$ cat src/rtl/sdr_rom_arbiter.sv
// Round-robin arbiter sharing one SDRAM ROM read port among the layer fetchers.
// It keeps a one-entry last-address cache per channel and a watchdog that aborts stalled SDRAM reads.
module sdr_rom_arbiter #(
  parameter int NCH      = 3,
  parameter int AW       = 25,
  parameter int DW       = 16,
  parameter int TIMEOUT  = 255,
  parameter int CACHE_EN = 1
) (
  input  logic              CLK,
  input  logic              RSTn,
  input  logic [NCH*AW-1:0] ch_addr,
  input  logic [NCH-1:0]    ch_req,
  output logic [NCH-1:0]    ch_rdy,
  output logic [DW-1:0]     ch_dout,
  output logic [AW-1:0]     sdr_addr,
  output logic              sdr_req,
  input  logic              sdr_rdy,
  input  logic [DW-1:0]     sdr_dout,
  input  logic              cache_inv,
  output logic              timeout_err,
  input  logic              err_clr
);

  localparam int PW = (NCH > 1) ? $clog2(NCH) : 1;
  localparam int WW = $clog2(TIMEOUT + 1);

  typedef enum logic [1:0] {IDLE, WAIT, DRAIN} state_t;

  state_t            state_q, state_d;
  logic [PW-1:0]     ptr_q, ptr_d;
  logic [PW-1:0]     gnt_q, gnt_d;
  logic [AW-1:0]     sdr_addr_q, sdr_addr_d;
  logic              sdr_req_q, sdr_req_d;
  logic [NCH-1:0]    ch_rdy_q, ch_rdy_d;
  logic [DW-1:0]     ch_dout_q, ch_dout_d;
  logic              timeout_err_q, timeout_err_d;
  logic [WW-1:0]     wdog_q, wdog_d;
  logic              drain_q, drain_d;
  logic              kill_q, kill_d;
  logic [NCH-1:0]    valid_q, valid_d;
  logic [AW-1:0]     tag_q  [NCH];
  logic [AW-1:0]     tag_d  [NCH];
  logic [DW-1:0]     data_q [NCH];
  logic [DW-1:0]     data_d [NCH];

  logic [NCH-1:0]    holdoff;
  logic [NCH-1:0]    eligible;
  logic [PW-1:0]     win;
  logic              win_found;
  logic [AW-1:0]     win_addr;
  logic              hit;
  int                idx;

  // A channel is masked while its completion pulse is out, so a request the
  // requester has not yet had a chance to drop or re-address is not served twice.
  assign holdoff  = ch_rdy_q;
  assign eligible = ch_req & ~holdoff;

  always_comb begin
    win       = '0;
    win_found = 1'b0;
    idx       = 0;
    for (int k = 1; k <= NCH; k++) begin
      idx = int'(ptr_q) + k;
      if (idx >= NCH) idx = idx - NCH;
      if (!win_found && eligible[idx]) begin
        win       = PW'(idx);
        win_found = 1'b1;
      end
    end
  end

  assign win_addr = ch_addr[int'(win)*AW +: AW];
  assign hit      = (CACHE_EN != 0) && valid_q[win] && (tag_q[win] == win_addr) && !cache_inv;

  always_comb begin
    state_d       = state_q;
    ptr_d         = ptr_q;
    gnt_d         = gnt_q;
    sdr_addr_d    = sdr_addr_q;
    sdr_req_d     = sdr_req_q;
    ch_rdy_d      = '0;
    ch_dout_d     = ch_dout_q;
    timeout_err_d = timeout_err_q & ~err_clr;
    wdog_d        = wdog_q;
    drain_d       = drain_q;
    kill_d        = kill_q;
    valid_d       = valid_q;
    tag_d         = tag_q;
    data_d        = data_q;

    case (state_q)
      IDLE: begin
        if (win_found) begin
          if (hit) begin
            ch_rdy_d[win] = 1'b1;
            ch_dout_d     = data_q[win];
            ptr_d         = win;
          end else begin
            gnt_d      = win;
            sdr_addr_d = win_addr;
            sdr_req_d  = 1'b1;
            wdog_d     = '0;
            kill_d     = 1'b0;
            state_d    = WAIT;
          end
        end
      end
      WAIT: begin
        // sdr_rdy takes priority over a watchdog expiry in the same cycle.
        if (sdr_rdy) begin
          sdr_req_d       = 1'b0;
          ch_rdy_d[gnt_q] = 1'b1;
          ch_dout_d       = sdr_dout;
          ptr_d           = gnt_q;
          state_d         = IDLE;
          if (!kill_q && !cache_inv) begin
            valid_d[gnt_q] = 1'b1;
            tag_d[gnt_q]   = sdr_addr_q;
            data_d[gnt_q]  = sdr_dout;
          end
        end else if (wdog_q == WW'(TIMEOUT - 1)) begin
          sdr_req_d       = 1'b0;
          timeout_err_d   = 1'b1;
          ch_rdy_d[gnt_q] = 1'b1;
          ch_dout_d       = '1;
          ptr_d           = gnt_q;
          wdog_d          = wdog_q + 1'b1;
          drain_d         = 1'b0;
          state_d         = DRAIN;
        end else begin
          wdog_d = wdog_q + 1'b1;
        end
        if (cache_inv) kill_d = 1'b1;
      end
      DRAIN: begin
        if (sdr_rdy || drain_q) state_d = IDLE;
        else                    drain_d = 1'b1;
      end
      default: state_d = IDLE;
    endcase

    if (cache_inv) valid_d = '0;
  end

  always_ff @(posedge CLK or negedge RSTn) begin
    if (!RSTn) begin
      state_q       <= IDLE;
      ptr_q         <= PW'(NCH - 1);
      gnt_q         <= '0;
      sdr_addr_q    <= '0;
      sdr_req_q     <= 1'b0;
      ch_rdy_q      <= '0;
      ch_dout_q     <= '0;
      timeout_err_q <= 1'b0;
      wdog_q        <= '0;
      drain_q       <= 1'b0;
      kill_q        <= 1'b0;
      valid_q       <= '0;
    end else begin
      state_q       <= state_d;
      ptr_q         <= ptr_d;
      gnt_q         <= gnt_d;
      sdr_addr_q    <= sdr_addr_d;
      sdr_req_q     <= sdr_req_d;
      ch_rdy_q      <= ch_rdy_d;
      ch_dout_q     <= ch_dout_d;
      timeout_err_q <= timeout_err_d;
      wdog_q        <= wdog_d;
      drain_q       <= drain_d;
      kill_q        <= kill_d;
      valid_q       <= valid_d;
    end
  end

  // Cache tags and data are only meaningful behind valid_q, so they need no reset.
  always_ff @(posedge CLK) begin
    tag_q  <= tag_d;
    data_q <= data_d;
  end

  assign ch_rdy      = ch_rdy_q;
  assign ch_dout     = ch_dout_q;
  assign sdr_addr    = sdr_addr_q;
  assign sdr_req     = sdr_req_q;
  assign timeout_err = timeout_err_q;

endmodule

$ cat config.mk
export PLATFORM = sky130hd
export DESIGN_NAME = sdr_rom_arbiter
export DESIGN_NICKNAME = d
export VERILOG_FILES = /design/src/rtl/sdr_rom_arbiter.sv
export SDC_FILE = /design/constraint.sdc
export NUM_CORES = 1
export LEC_CHECK = 0
export CORE_ASPECT_RATIO = 0.8
export CORE_UTILIZATION = 35
export DETAILED_ROUTE_END_ITERATION = 6
export SYNTH_ARGS = -nofsm -noshare
export SYNTH_HDL_FRONTEND = slang
export SYNTH_SLANG_ARGS = --single-unit
export TNS_END_PERCENT = 20
$ cat constraint.sdc
create_clock -name CLK -period 4.4 [get_ports CLK]
set_input_delay 0.44 -clock CLK [delete_from_list [all_inputs] [get_ports CLK]]
set_output_delay 0.44 -clock CLK [all_outputs]
set_load 0.05 [all_outputs]
* Word-level counts from Yosys, hierarchy flattened
Index checks and enable logic that the tools add are counted.
** Cells by class
- Bitwise operators :: 8
- $lt $le $gt $ge :: 13
- Equality and inequality tests :: 13
- Mux-type cells :: 80
- Add/subtract/negate cells :: 7
- Shifts and indexed selects :: 1
- $mul :: 1
- Reduce and logical (&&, ||, !) cells :: 28
** Operators with widths (number)
- 2-to-1 mux 16 bit :: 7
- < comparator 32 x 4 -> 1 bit (second input constant) :: 3
- 2-to-1 mux 32 bit :: 3
- bitwise mux 75 bit :: 1
- 2-to-1 mux 25 bit :: 3
- variable part select 75 x 8 -> 25 bit :: 1
- binary-select mux 25 bit (select 2 bit) :: 1
- demux 25 bit (select 2 bit) :: 1
- bitwise mux 48 bit :: 1
- binary-select mux 16 bit (select 2 bit) :: 1
- demux 16 bit (select 2 bit) :: 1
- one-hot mux 16 bit (2 select lines) :: 1
- equality test 25 bit :: 1
- 2-to-1 mux 1 bit :: 24
- 2-to-1 mux 2 bit :: 12
- 2-to-1 mux 3 bit :: 8
- 2-to-1 mux 8 bit :: 3
- AND reduction 4 bit :: 6
- inequality test 2 bit (second input constant) :: 8
- one-hot mux 8 bit (2 select lines) :: 1
- subtractor 3 x 2 -> 4 bit (second input constant) :: 3
- nonzero test 2 bit :: 5
- greater-or-equal comparator 3 x 2 -> 1 bit (second input constant) :: 3
- AND reduction 3 bit :: 3
- 28 further kinds :: 50
** Storage, ports and cells
- Word-level logic and storage cells :: 169
- Output and inout port bits :: 46
- Bits in registers :: 188
- Input port bits :: 99

* Longest topological paths before layout
Gate-level depths: netlist (run 1).
- Word-level depth :: 23
- Mapped depth :: 18
- Depth with buffers taken out :: 12

* Worst setup path before layout (run 1)
OpenSTA, ideal clock, no wires.
- Kind :: register to register
- From :: reg state_q[0]
- To :: reg data_q[32] (netlist bit) (enable)
- Data required time :: 3.907 ns
- Data arrival time :: 4.181 ns
- Cell stages (with the launch flop) :: 6
- Path slack :: -0.274 ns
- Setup time :: 0.493 ns
- Cells stage by stage :: dfrtp_1 clkbuf_1 nor2b_1 clkbuf_1 nand3_1 nor3_1
** Between the ends
- Longest elaborated chain between the ends :: 2
** Ends and longest elaborated chain
- from (decl) :: line 30 : state_t state_q, state_d;
- from (signal assigned) :: line 162 : state_q <= state_d;
- equality test 2 x 1 -> 1 bit :: line 93 : case (state_q)
- AND reduction 3 bit (no source line)
- to (signal assigned) :: line 180 : data_q <= data_d;
- to (decl) :: line 44 : logic [DW-1:0] data_q [NCH];
Every way passes these cells.
A chain may end at the register's enable or synchronous reset.

* Worst setup path after layout (run 1)
- From :: reg ptr_q[1]
- To :: reg sdr_addr_q[20], in the netlist sdr_addr[20]
** Between the ends
- Longest elaborated chain between the ends :: 22
- Elaborated cells on any way between the ends :: 44
- Those cells by class :: add/sub: 6; mul: 1; order compare: 3; eq/ne: 1; shift: 1; mux: 23; bitwise: 2; reduce/logical: 7
** Ends and longest elaborated chain
- from (decl) :: line 31 : logic [PW-1:0] ptr_q, ptr_d;
- from (signal assigned) :: line 150 : ptr_q <= PW'(NCH - 1);
- from (signal assigned) :: line 163 : ptr_q <= ptr_d;
- parallel branches: the longest is 22 deep, another holds subtractor 3 x 2 -> 4 bit
- to (signal assigned) :: line 165 : sdr_addr_q <= sdr_addr_d;
- to (decl) :: line 33 : logic [AW-1:0] sdr_addr_q, sdr_addr_d;
Several ways; the timed one is not identified. The select of a mux whose other input is x is not followed.

==> flow_summary_export.csv, run 1 <==
group,metric,value,unit
status,status,"finished with violations",
status,violations,"negative setup slack",
sta,maxSlewHeadroom,0.370,
layout,diodes,0,
worst_setup_path,cp_num_buf_inv,4,
yosys,synth_cell_types,75,
sta,setup_violations,47,
pwr,cellLeakagePower,5.04,nW
grt,grt_max_degree,66,
worst_setup_path,cp_max_fo,6,
sta,maxClockFrequency,217,MHz
placed_design,place_congestion,0.921,
worst_setup_path,crit_path_frequent_cell,"or4_4",
pwr,vdd.ir_drop.worst,0.345,mV
yosys,avgSynthCellArea,11.6,µm²
drt,drtIter0Drc,584,
yosys,ys_seq_area_frac,0.566,
placed_design,preCtsSetupSlack,-358,ps
drt,ant_nets,0,
worst_setup_path,endpoint_kind,"flip-flop",
grt,antenna_found_initial,0,
clock_network,cts.htree.levels,4,
placed_design,hpwlAfterDp,19200,µm
sta,slew_viol_final,0,
yosys,synth_edf_count,123,
job,drv_cap,0,
clock_network,clockRootBuffer,"clkbuf_16",
drt,via_count,7617,
yosys,syn_nets,914,
yosys,synth_flop_cell,"edfxtp_1",
clock_network,tritoncts,"done",
yosys,netlist_area,0.00941,mm²
worst_setup_path,crit_path_start,"ptr_q[1]",
floorplan,dieArea,0.0275,mm²
floorplan,row_count,53,
yosys,ys_warn_count,0,
drt,remaining_drc_errors,0,
worst_hold_path,holdCritPathClass,"in -> async",
yosys,async_flop_share,0.346,
placed_design,dpl_cell_area,0.0119,mm²
pwr,power_density,787,mW/mm²
clock_network,clkSinkCount,188,
worst_setup_path,worstSetupPathType,"reg -> reg",
clock_network,cts_made_buffers,17,
floorplan,die_h,149,µm
drt,viasPerCell,5.41,
worst_setup_path,slowest_stage,"or4_4",
floorplan,ios,145,
layout,stdcell_count,1407,
sta,period_minus_slack,4610,ps
clock_network,clkTransAtPathRegs,70,ps
placed_design,portBuffers,144,
worst_setup_path,path_delay_family,"simple AND/OR/NAND/NOR gates",
worst_setup_path,crit_chain,"inv_2 > ha_4 > and4b_1 > or3_4 > o31a_1 > buf_4 > buf_6 > nand3_2 > xor2_1 > a32oi_1 > or4_4 > or4_4 > o21a_4 > clkbuf_16 > mux2_4",
layout,num-nets-final,1142,
worst_setup_path,startpoint_type,"flip-flop",
worst_setup_path,critPathRequiredTime,4720,ps
floorplan,die_x,185,µm
layout,drive_above_1_share,0.232,
worst_setup_path,worst_ep_arrival_time,4930,ps
placed_design,dp_cells,1350,
sta,finalCritPeriodShare,1.05,
floorplan,initial_utilization,0.357,
sta,setup_slack,-210,ps
grt,grt_overflow_total,0,
drt,wirelength,28600,µm
sta,skew,14.0,ps
grt,grt_pass1_wl,43000,µm
yosys,synthCells,809,
floorplan,coreArea,0.0263,mm²
sta,tightest_slew,946,ps
clock_network,cts_buffer_depth,2,
worst_setup_path,reg2reg_from,"ptr_q[1]",
drt,avgRoutedWirePerCell,20.3,µm
grt,grt_pass1_vias,7402,
sta,rsz0062_at_grt,"true",
sta,finalHoldViolCount,0,
layout,stdcell_area,0.0131,mm²
layout,utilization,0.496,
layout,area_growth_syn_to_layout,38.9,%
yosys,synth_seq_cells,188,
clock_network,insertion_delay,440,ps
grt,track_usage,0.208,
worst_setup_path,slowest_delay,570,ps
drt,drt_pass1_iterations,5,
[through the flow]
step / hold WS (ps) / setup TNS (ps) / total power [W]
after detailed placement: 465 / -15730 / 0.00786
after global placement: 461 / -13400 / 0.00781
final: 154 / -6940 / 0.0103
after floorplan: 144 / -1570 / 0.00583
after CTS: 173 / -286 / 0.00978
after global routing: 204 / -11800 / 0.0108
[worst register-to-register path, delay by kind of cell, from the launching register on]
| family | cells | cell delay [ps] |
|---|---|---|
| AO/OA/AOI/OAI | 3 | 880 |
| XOR/XNOR | 1 | 230 |
| adder cells (fa/ha/maj) | 1 | 260 |
| buffers and inverters | 4 | 530 |
| flip-flops | 1 | 540 |
| multiplexers | 1 | 290 |
| AND/OR/NAND/NOR | 5 | 1780 |
[cell type report]
class | instances | area [µm²]
Multi-Input combinational cell | 537 | 4100
Sequential cell | 188 | 5320
Clock inverter | 14 | 156
Timing Repair Buffer | 255 | 2470
Tap cell | 357 | 447
Clock buffer | 18 | 429
Inverter | 38 | 143
Fill cell | 2321 | 13300
[worst paths after layout]
kind                                end  slack, ps  depth (start not counted)
setup / recovery           sdr_addr[20]       -210                         15
hold / removal               ch_dout[1]        150                          1
setup reg to reg           sdr_addr[20]       -210                         15
hold reg to reg              valid_q[2]        490                          1
max in group asynchronous  sdr_addr[22]       3640                          1
min in group CLK             valid_q[2]        490                          1
[power by group]
part           total, W  leakage, nW  switching, W  internal (W)
Sequential      0.00265         1.92      0.000322       0.00233
Clock           0.00156        0.280      0.000707      0.000849
Combinational   0.00608         2.85       0.00329       0.00279
[kinds of logic after synthesis]
group | count (synthesis) | synth area share
compound gates | 201 | 0.150
xor+xnor | 26 | 0.0242
fa+ha+maj | 6 | 0.00798
buf+inv | 84 | 0.0375
flops | 188 | 0.566
mux | 75 | 0.0964
simple gates | 229 | 0.118
[state kept, by name, indices dropped and copies added, names as in the netlist]
name / flops
ch_dout: 16
sdr_addr: 25
ptr_q: 2
sdr_req: 1
state_q: 2
gnt_q: 2
drain_q: 1
wdog_q: 8
timeout_err: 1
kill_q: 1
valid_q: 3
ch_rdy: 3
tag_q: 75
data_q: 48
[synth_stat cells (7+ instances only)]
library cell,instances,area (µm²)
a21oi_1,30,150
a221oi_1,7,61.3
a311o_1,19,190
a31oi_1,11,68.8
clkbuf_1,32,120
dfrtp_1,64,1600
edfxtp_1,123,3690
inv_1,38,143
mux2_2,12,135
mux2_4,28,420
mux2i_1,34,340
nand2_1,92,345
nand2b_1,8,50.1
nand3_1,26,130
nor2_1,45,169
nor3_1,10,50.1
o21ai_0,46,230
o22ai_1,14,87.6
o31ai_1,7,52.6
xnor2_1,11,96.3
xor2_1,15,131
[cell usage in the layout (no fill, tap or decap), drive strengths merged, types with 4 or more instances in the layout]
cell type,synthesis,routed
clkdlybuf4s50,0,143
edfxtp,123,123
buf,14,109
nand2,92,92
dfrtp,64,64
o21ai,49,49
nor2,45,45
inv,38,44
mux2,41,41
mux2i,34,34
a21oi,30,30
nand3,26,26
clkbuf,32,21
a311o,19,19
xor2,15,15
o22ai,14,14
xnor2,11,11
a31oi,11,11
nor3,10,10
nand2b,8,8
o31ai,7,7
a221oi,7,7
o2bb2ai,6,6
o211ai,6,6
or4,6,6
ha,6,6
nand4,5,5
a21o,5,5
a211oi,5,5
nor4,5,5
and3,4,4
a31o,4,4
a32o,4,4
nor2b,4,4
and2,4,4
a22o,4,4
a311oi,4,4
[what timing repair did]
item | in CTS | in global routing
pin swaps | 9 | 18
gates resized for setup | 30 | 54
setup endpoints to repair | 59 | 59
buffers inserted | 12 | 9
gates cloned | 2 | 3
hold buffers | 0 | 0
[routing by layer]
metal / up-vias / GRT usage / part of all wire
met5: - / 0 / 0
met4: 0 / 0.0475 / 0.010
met3: 25 / 0.0426 / 0.074
met2: 319 / 0.307 / 0.44
met1: 3773 / 0.309 / 0.47
li1: 3500 / - / -
Note: power is estimated with default switching activity, not from simulation.
==> run 2: changes to the inputs <==
- GPL_TIMING_DRIVEN: default -> 0
- TNS_END_PERCENT: 20 -> default
==> run 2 against run 1 <==
The flow still finishes with violations (negative setup slack); sequential cell count did not move; hold slack improved by 260 ps; clock-buffer cell count rose by 1; highest routed layer unchanged.
==> flow_summary_export.csv, run 2 (synthesis gave the netlist of run 1 again) <==
group,metric,value,unit
status,status,"finished with violations",
status,violations,"negative setup slack",
grt,grt_overflow_total,0,
pwr,power_density,777,mW/mm²
placed_design,portBuffers,143,
worst_setup_path,critPathRequiredTime,4720,ps
job,drv_cap,0,
drt,avgRoutedWirePerCell,21.5,µm
grt,antenna_found_initial,0,
floorplan,die_x,185,µm
layout,layout.area.seq,0.00532,mm²
clock_network,insertion_delay,450,ps
layout,final_cell_mix,"clkdlybuf4s50_1 (142), edfxtp_1 (123), nand2_1 (90), dfrtp_1 (63), o21ai_0 (44)",
worst_setup_path,slowest_stage,"or4_4",
layout,stdcell_area,0.0128,mm²
worst_setup_path,endpoint_kind,"flip-flop",
clock_network,clkSinkCount,188,
sta,setup_slack,-104,ps
sta,maxClockFrequency,222,MHz
grt,grt_max_degree,36,
worst_setup_path,worst_ep_arrival_time,4820,ps
pwr,power.total,0.00991,W
floorplan,row_count,53,
worst_setup_path,cp_num_buf_inv,4,
grt,grt_pass1_vias,7523,
worst_hold_path,holdCritPathClass,"in -> reg",
placed_design,place_congestion,0.882,
layout,utilization,0.485,
drt,viasPerCell,5.48,
sta,slew_viol_final,0,
placed_design,hpwlAfterDp,20200,µm
sta,finalHoldViolCount,0,
clock_network,clockRootBuffer,"clkbuf_16",
floorplan,initial_utilization,0.357,
floorplan,die_h,149,µm
layout,diodes,0,
sta,rsz0062_at_grt,"true",
drt,via_count,7516,
worst_setup_path,slowest_delay,580,ps
floorplan,dieArea,0.0275,mm²
layout,largest_reg_flops,75,
layout,area_growth_syn_to_layout,35.7,%
pwr,vdd.ir_drop.worst,0.381,mV
drt,remaining_drc_errors,0,
sta,period_minus_slack,4500,ps
drt,drtIter0Drc,689,
clock_network,tritoncts,"done",
drt,drt_pass1_iterations,7,
sta,maxSlewHeadroom,0.353,
clock_network,cts.htree.levels,4,
drt,wirelength,29400,µm
layout,layout_commonest_cell,"clkdlybuf4s50_1",
placed_design,dpl_cell_area,0.0115,mm²
layout,multi_input_area,0.00414,mm²
drt,ant_nets,0,
worst_setup_path,worstSetupPathType,"reg -> reg",
worst_setup_path,startpoint_type,"flip-flop",
grt,track_usage,0.217,
sta,skew,23.8,ps
layout,top_register,"tag_q",
layout,num-nets-final,1106,
sta,tightest_slew,968,ps
pwr,cellLeakagePower,4.82,nW
sta,finalCritPeriodShare,1.02,
layout,stdcell_count,1371,
layout,fillers,2361,
sta,setup_violations,39,
clock_network,clkTransAtPathRegs,70,ps
sta,whs,414,ps
clock_network,cts_made_buffers,17,
worst_setup_path,cp_max_fo,10,
clock_network,cts_buffer_depth,2,
worst_setup_path,path_delay_family,"simple AND/OR/NAND/NOR gates",
layout,drive_above_1_share,0.187,
floorplan,coreArea,0.0263,mm²
placed_design,dp_cells,1315,
floorplan,ios,145,
worst_setup_path,crit_chain,"inv_2 > ha_4 > buf_6 > or4b_4 > o211a_4 > and2_1 > nor2_4 > clkbuf_2 > a21oi_1 > o22ai_1 > nand4_1 > or4_4 > o21ai_4 > buf_8 > mux2_4",
grt,grt_pass1_wl,44400,µm
-- run 2: where the power goes --
part	switching (W)	internal, W	leakage [nW]	total [W]
sequential	0.000291	0.00233	1.91	0.00262
combinational	0.00337	0.00236	2.62	0.00572
clock	0.000714	0.000854	0.286	0.00157
-- run 2: final timing paths --
kind                               end  slack [ps]  depth (start not counted)       start
max                        ch_dout[15]        -100                         15    ptr_q[1]
min in group asynchronous  sdr_addr[1]         490                          2        RSTn
min                         state_q[1]         410                          2     sdr_rdy
min reg2reg                 valid_q[1]         480                          1  valid_q[1]
max reg2reg                ch_dout[15]        -100                         15    ptr_q[1]
max in group asynchronous   ch_dout[8]        3300                          3        RSTn
-- run 2: metal layers --
layer | track usage | vias to the layer above | share of wire
met5 | 0 | - | 0
met4 | 0.0517 | 0 | 0.012
met3 | 0.0497 | 26 | 0.081
met2 | 0.317 | 335 | 0.44
met1 | 0.324 | 3726 | 0.47
li1 | - | 3429 | -
-- run 2: final cells by class --
class / instances / share of cell area
tap: 357 / 0.0350
buffer: 45 / 0.0272
timing repair buffer: 174 / 0.139
inverter: 38 / 0.0112
sequential: 188 / 0.417
multi-input combinational: 537 / 0.324
clock inverter: 13 / 0.0127
clock buffer: 19 / 0.0339
-- run 2: per-stage QoR --
stage	setup slack, ps	setup TNS, ps
2_1_floorplan	64.4	0
3_3_place_gp	-1360	-192720
3_5_place_dp	-1030	-48120
4_1_cts	-85.8	-2410
5_1_grt	-151	-4750
6_report	-104	-2970
-- run 2: what timing repair did --
| item | 4_1_cts | 5_1_grt |
|---|---|---|
| hold buffers | 1 | 0 |
| endpoints found under the hold margin | 29 | 0 |
| endpoints found under the setup margin | 59 | 59 |
| gates cloned | 1 | 0 |
| resized for setup | 80 | 35 |
| setup buffers | 22 | 1 |
| pin swaps | 12 | 8 |
